File: src/rtl/lsu_bus_adapter.sv
// Load/store bus adapter: turns RV32I byte/half/word accesses into a word-aligned valid/ready
// transaction and stalls the core until it completes. Optional trap: LSU_MISALIGN_TRAP_EN.
module lsu_bus_adapter #(
    parameter int unsigned ADDR_W = 32
) (
    input  logic              clk,
    input  logic              reset,
    input  logic              mem_req,
    input  logic              mem_we,
    input  logic [2:0]        funct3,
    input  logic [ADDR_W-1:0] addr,
    input  logic [31:0]       wdata,
    output logic [31:0]       rdata,
    output logic              stall,
    output logic              fault,
    output logic              bus_valid,
    input  logic              bus_ready,
    output logic [ADDR_W-1:0] bus_addr,
    output logic              bus_we,
    output logic [3:0]        bus_be,
    output logic [31:0]       bus_wdata,
    input  logic [31:0]       bus_rdata
);

    typedef enum logic [1:0] {StIdle, StReq, StDone} state_e;

    state_e              state_q, state_d;
    logic [ADDR_W-1:0]   bus_addr_q, bus_addr_d;
    logic                bus_we_q, bus_we_d;
    logic [3:0]          bus_be_q, bus_be_d;
    logic [31:0]         bus_wdata_q, bus_wdata_d;
    logic [2:0]          funct3_q, funct3_d;
    logic [1:0]          off_q, off_d;
    logic [31:0]         rdata_q, rdata_d;

    logic [1:0]  off;
    logic        is_byte, is_half;
    logic [3:0]  be_new;
    logic [31:0] lane_data;
    logic [7:0]  byte_v;
    logic [15:0] half_v;
    logic [31:0] load_ext;
    logic        sign_q;

    assign off     = addr[1:0];
    assign is_byte = (funct3[1:0] == 2'b00);
    assign is_half = (funct3[1:0] == 2'b01);

    always_comb begin
        be_new    = 4'b1111;
        lane_data = wdata;
        if (is_byte) begin
            be_new    = 4'b0001 << off;
            lane_data = {4{wdata[7:0]}};
        end else if (is_half) begin
            be_new    = off[1] ? 4'b1100 : 4'b0011;
            lane_data = {2{wdata[15:0]}};
        end
    end

    // Load lane extraction uses the offset and size captured at issue time.
    always_comb begin
        byte_v = bus_rdata[7:0];
        unique case (off_q)
            2'd0: byte_v = bus_rdata[7:0];
            2'd1: byte_v = bus_rdata[15:8];
            2'd2: byte_v = bus_rdata[23:16];
            2'd3: byte_v = bus_rdata[31:24];
            default: byte_v = bus_rdata[7:0];
        endcase
        half_v = off_q[1] ? bus_rdata[31:16] : bus_rdata[15:0];
    end

    assign sign_q = ~funct3_q[2];

    always_comb begin
        load_ext = bus_rdata;
        if (funct3_q[1:0] == 2'b00) begin
            load_ext = {{24{sign_q & byte_v[7]}}, byte_v};
        end else if (funct3_q[1:0] == 2'b01) begin
            load_ext = {{16{sign_q & half_v[15]}}, half_v};
        end
    end

`ifdef LSU_MISALIGN_TRAP_EN
    logic fault_q, fault_d;
    logic misalign;

    assign misalign = (is_half & off[0]) | (~is_byte & ~is_half & (off != 2'b00));
`endif

    always_comb begin
        state_d     = state_q;
        bus_addr_d  = bus_addr_q;
        bus_we_d    = bus_we_q;
        bus_be_d    = bus_be_q;
        bus_wdata_d = bus_wdata_q;
        funct3_d    = funct3_q;
        off_d       = off_q;
        rdata_d     = rdata_q;
`ifdef LSU_MISALIGN_TRAP_EN
        fault_d     = 1'b0;
`endif
        case (state_q)
            StIdle: begin
                if (mem_req) begin
                    bus_addr_d  = {addr[ADDR_W-1:2], 2'b00};
                    bus_we_d    = mem_we;
                    bus_be_d    = be_new;
                    bus_wdata_d = mem_we ? lane_data : 32'd0;
                    funct3_d    = funct3;
                    off_d       = off;
                    state_d     = StReq;
`ifdef LSU_MISALIGN_TRAP_EN
                    // Misaligned accesses skip the bus entirely and report through DONE.
                    if (misalign) begin
                        state_d = StDone;
                        fault_d = 1'b1;
                        rdata_d = 32'd0;
                    end
`endif
                end
            end
            StReq: begin
                if (bus_ready) begin
                    if (!bus_we_q) begin
                        rdata_d = load_ext;
                    end
                    state_d = StDone;
                end
            end
            StDone: begin
                state_d = StIdle;
            end
            default: begin
                state_d = StIdle;
            end
        endcase
    end

    always_ff @(posedge clk) begin
        if (reset) begin
            state_q     <= StIdle;
            bus_addr_q  <= '0;
            bus_we_q    <= 1'b0;
            bus_be_q    <= 4'b0000;
            bus_wdata_q <= 32'd0;
            funct3_q    <= 3'b000;
            off_q       <= 2'b00;
            rdata_q     <= 32'd0;
        end else begin
            state_q     <= state_d;
            bus_addr_q  <= bus_addr_d;
            bus_we_q    <= bus_we_d;
            bus_be_q    <= bus_be_d;
            bus_wdata_q <= bus_wdata_d;
            funct3_q    <= funct3_d;
            off_q       <= off_d;
            rdata_q     <= rdata_d;
        end
    end

`ifdef LSU_MISALIGN_TRAP_EN
    always_ff @(posedge clk) begin
        if (reset) begin
            fault_q <= 1'b0;
        end else begin
            fault_q <= fault_d;
        end
    end

    assign fault = fault_q;
`else
    assign fault = 1'b0;
`endif

    assign stall     = ((state_q == StIdle) & mem_req) | (state_q == StReq);
    assign bus_valid = (state_q == StReq);
    assign bus_addr  = bus_addr_q;
    assign bus_we    = bus_we_q;
    assign bus_be    = bus_be_q;
    assign bus_wdata = bus_wdata_q;
    assign rdata     = rdata_q;

endmodule

File: config.mk
export PLATFORM = sky130hd
export DESIGN_NAME = lsu_bus_adapter
export DESIGN_NICKNAME = d
export VERILOG_FILES = /design/src/rtl/lsu_bus_adapter.sv
export SDC_FILE = /design/constraint.sdc
export NUM_CORES = 1
export LEC_CHECK = 0
export CORE_ASPECT_RATIO = 0.7
export CORE_MARGIN = 4
export CORE_UTILIZATION = 30
export DETAILED_ROUTE_END_ITERATION = 8
export HOLD_SLACK_MARGIN = 0.03
export SLEW_MARGIN = 40
export SYNTH_ARGS = -nofsm -noshare
export SYNTH_HDL_FRONTEND = slang
export SYNTH_SLANG_ARGS = --single-unit
File: constraint.sdc
create_clock -name clk -period 4.82 [get_ports clk]
set_input_delay 0.964 -clock clk [delete_from_list [all_inputs] [get_ports clk]]
set_output_delay 0.964 -clock clk [all_outputs]
set_load 0.1 [all_outputs]
**Yosys cells after proc, flatten, opt, wreduce, memory -nomap -nowiden**

Index checks and enable logic that the tools add are counted.

- Output and inout port bits: 104
- Input bits: 104
- Register bits after elaboration: 106
- Word-level logic and storage cells: 43

- Bitwise gates (word level): 6
- Reductions and logical operators: 7
- Shift operators: 1
- Equality and inequality tests: 8
- Muxes and demuxes: 13

Operators with widths:

| operator | count |
|---|---|
| 32-bit 2-to-1 mux | 5 |
| 8-bit one-hot mux with 4 select lines | 1 |
| 16-bit 2-to-1 mux | 1 |
| 4-bit 2-to-1 mux | 3 |
| 2-bit by 1-bit == test with 1-bit output (second input constant) | 4 |
| 2-bit zero test | 4 |
| 2-bit == test (second input constant) | 2 |
| 2-bit 2-to-1 mux | 2 |
| 2-bit one-hot mux with 2 select lines | 1 |
| 2-bit AND reduction | 2 |
| 1-bit by 2-bit left shift with 4-bit output (first input constant) | 1 |
| 1-bit bitwise AND | 3 |
| 3-bit AND reduction | 1 |
| 2-bit by 1-bit inequality test with 1-bit output (second input constant) | 1 |
| 2-bit inequality test (second input constant) | 1 |
| 1-bit inverter | 2 |
| 1-bit bitwise OR | 1 |

**Longest topological paths before layout**

- Word-level depth: 4
- Mapped depth: 6
- Mapped depth without buffers: 4

**Worst setup path before layout**

Ideal clock, no wire load.

- Path kind: reg2out
- From: reg state_q[0]
- To: out stall
- Data required time: 3.856 ns
- Buffers on the path: 0
- Slack: 1.426 ns
- Cell stages (with the launch flop): 3
- Arrival: 2.430 ns
- Cells stage by stage: dfxtp_1 -> nor2b_1 -> or2_2

- Elaborated cells between the ends (all ways): 4
- Those cells by class: eq/ne (1); bitwise (2); reduce/logical (1)

RTL lines:

| item | line | text |
|---|---|---|
| start, declared | 27 | `state_e state_q, state_d;` |
| start signal, assigned | 143 | `state_q <= StIdle;` |
| start signal, assigned | 152 | `state_q <= state_d;` |
| 2-bit by 1-bit == test with 1-bit output | n/a |  |
| net bus_valid | 16 | `output logic bus_valid,` |
| 1-bit bitwise OR | 177 | `assign stall = ((state_q == StIdle) & mem_req) \| (state_q == StReq);` |
| end, declared | 14 | `output logic stall,` |

The timed path passes the listed nets, and every way through them passes these cells.

**Worst setup path in the final report**

- From: in mem_req
- To: out stall

- Cells in the longest elaborated chain, start to end: 2

RTL lines:

| item | line | text |
|---|---|---|
| start, declared | 8 | `input logic mem_req,` |
| 1-bit bitwise AND | 177 |  |
| 1-bit bitwise OR | 177 |  |

No other way between the ends.

==> results.md <==
- Total gr overflow: 0
- Power, Total: 0.00244 W
- Synth-to-Final Area Change: 39.8%
- Synthesized instance count: 607
- Final setup fails: 0
- Vias in the first global route: 4885
- Antenna violations before repair: 0
- Sequential-to-total area share from yosys stat: 43.2%
- Crit Path Category: in -> out
- First-pass GRT wire length: 26700 um
- CTS tree: yes
- Mapped Area: 4920 um^2
- Core outline area: 15800 um^2
- Die height: 115 um
- Async SR Flop Fraction: 0%
- Total track usage: 17.9%
- Setup tns final: 0 ns
- P per Cell Area: 355 nW/um^2
- Psw: 0.000953 W
- Unrepaired setup endpoints after global routing: no
- Max Cap Viol: 0
- Reg2reg start: off_q[0]$_SDFFE_PP0P_
- Post-DR wirelength/cell: 17.0 um
- Drt initial violations: 386
- CTS Sinks: 106
- Final GP Congestion: 0.915
- Peak Freq: 326 MHz
- Min-delay src: bus_addr[5]$_SDFFE_PP0P_
- Critical Path Start: mem_req
- Max-slew headroom: 45.2%
- Worst Skew: 0.00795 ns
- Post-DR vias/cell: 4.93
- Area after DPL: 6590 um^2
- Layout cells sized above 1: 20.7%
- CTS resizes: 0
- Hold Vio Cnt, Final: 0
- CP arrival: 2.11 ns
- Crit share post-route: 63.7%
- Starting Density: 31.2%
- Logic pwr share: 31.7%
- DIE AREA: 18500 um^2
- Post-CTS Hold Buffers: 0
- I/O pin cnt: 208
- Placed cells: 985
- Slew @ Worst Pin: 0.822 ns
- DR vias: 4935
- Static Leak: 2.70 nW
- Clk buf depth: 2
- Final Net Count: 881
- Num rows: 38
- Startpoint type of the worst setup path: input port
- Synth Flop Type: dfxtp_1
- Netlist cell types: 36
- Hold crit path type: reg -> reg
- Worst path required time: 3.86 ns
- DRC: 0
- Number of synthesized register bits: 106
- Maximum level of the CTS H-tree: 3
- CTS Buf Count: 9
- Root Driver: clkbuf_16
- Fin. max-slew vios: 0
- # port buffers: 204
- Synth warn: 0
- Switching share of total power: 39.1%
- ANT nets after route: 0
- Final instance area: 6870 um^2
- Final min period: 3.07 ns
- Register share of total power: 39.4%
- Chip width: 161 um
- CP max FO: 2
- Clock share of power: 28.9%
- HPWL Detailed: 12400 um
- # Post-CTS Setup Buffers: 0
- Worst Setup End Kind: output port
- DR pass1 iterations: 5
- Post-synth EDFFs: 0
- Clock-pin slew on the worst setup and hold paths: 0.08 ns
- Final Instance Count excl. Fillers: 1001
- Routed wire length: 17000 um
- Pint: 0.00149 W
- Post-Syn Area per Cell: 8.10 um^2
- Largest net degree at the start of global routing: 107
- Clk Latency, worst-skew pair: 0.34 ns
- ANT cells: 0
- Status: finished, final reports clean
- Peak supply drop: 0.000164 V
-- logic make-up (layout without fill, tap and decap cells) --
group / after synthesis / count (layout) / share of synthesized area (%)
buf+inv: 66 / 238 / 5.65
simple gates: 254 / 254 / 24.0
mux: 41 / 41 / 9.24
compound gates: 139 / 139 / 17.9
other cells: 1 / 3 / 0.0763
flops: 106 / 106 / 43.2
-- synthesized netlist by cell type, types with 2 or more instances --
cell type,number,share of area [%]
nor2b_1,2,0.25
nor3_1,15,1.5
buf_4,3,0.46
mux2i_1,15,3.1
a21boi_0,7,1.1
inv_1,8,0.61
buf_2,3,0.31
nor2_1,55,4.2
o211ai_1,15,2.3
nand2_1,120,9.2
o21ai_0,8,0.81
nand2b_1,19,2.4
dfxtp_1,106,43
a221oi_1,8,1.4
nor4bb_1,2,0.41
or2_2,2,0.25
buf_6,2,0.46
mux2_2,25,5.7
buf_1,7,0.53
clkbuf_1,43,3.3
a21oi_1,62,6.3
nand3b_1,16,2.4
nand3_1,16,1.6
a211oi_1,29,4.4
a22oi_1,8,1.2
-- worst max-delay path: stages --
cell and delay (ns):
clkdlybuf4s50_1 0.43, nor3b_2 0.17, or2_2 0.30, buf_4 0.24
-- flip-flops by register name (all words and copies together) (netlist names) --
signal	count
bus_wdata	32
rdata	32
bus_addr	30
bus_be	4
funct3_q	3
off_q	2
state_q	2
bus_we	1
-- final cells by class --
cell class / count / area (um^2)
clock buffers: 10 / 229
flip-flops and latches: 106 / 2120
clock inverters: 5 / 46.3
inverters: 8 / 30.0
fillers: 1609 / 8910
well taps: 220 / 275
repair buffers: 215 / 1620
multi-input cells: 437 / 2550
-- placed cells by master (no fill, tap or decap), drive strengths merged, types with 10 or more instances in the layout --
cell type,n
nor2,55
clkbuf,10
buf,113
inv,11
a21oi,62
clkdlybuf4s50,102
mux2,25
a211oi,29
nand2b,19
nand2,120
o211ai,15
nor3,15
nand3,16
mux2i,15
nand3b,16
dfxtp,106
-- power by group through the flow --
stage / clock network [W] / registers, W / logic [W]
floorplan: 0 / 0.00131 / 0.000229
global placement: 0 / 0.000980 / 0.000813
detailed placement: 0 / 0.000981 / 0.000774
CTS: 0.000728 / 0.000961 / 0.000776
global route: 0.000760 / 0.000969 / 0.000815
finish: 0.000704 / 0.000961 / 0.000774
-- per-layer routing --
layer	track usage [%]	vias up	part of all wire, %
met5	0	-	0
met3	7.13	17	10
met4	3.75	0	1.1
met2	26.5	191	43
met1	24.8	2307	46
li1	-	2420	-
-- stage by stage --
stage,hold slack [ns],setup slack (ns),utilization (%)
2_1_floorplan,0.483,1.43,-
3_3_place_gp,0.441,1.60,44.8
3_5_place_dp,0.444,1.51,41.7
4_1_cts,0.454,1.74,43.5
5_1_grt,0.464,1.72,43.5
6_report,0.451,1.75,43.5
-- path summary, 6_finish.rpt --
check	to	slack (ns)	cells past startpoint
setup / recovery	stall	1.75	4
setup reg to reg	rdata[27]$_SDFFE_PP0P_	2.43	6
hold reg to reg	bus_addr[5]$_SDFFE_PP0P_	0.45	2
hold / removal	bus_addr[5]$_SDFFE_PP0P_	0.45	2
Power figures use the tool's default switching activity.
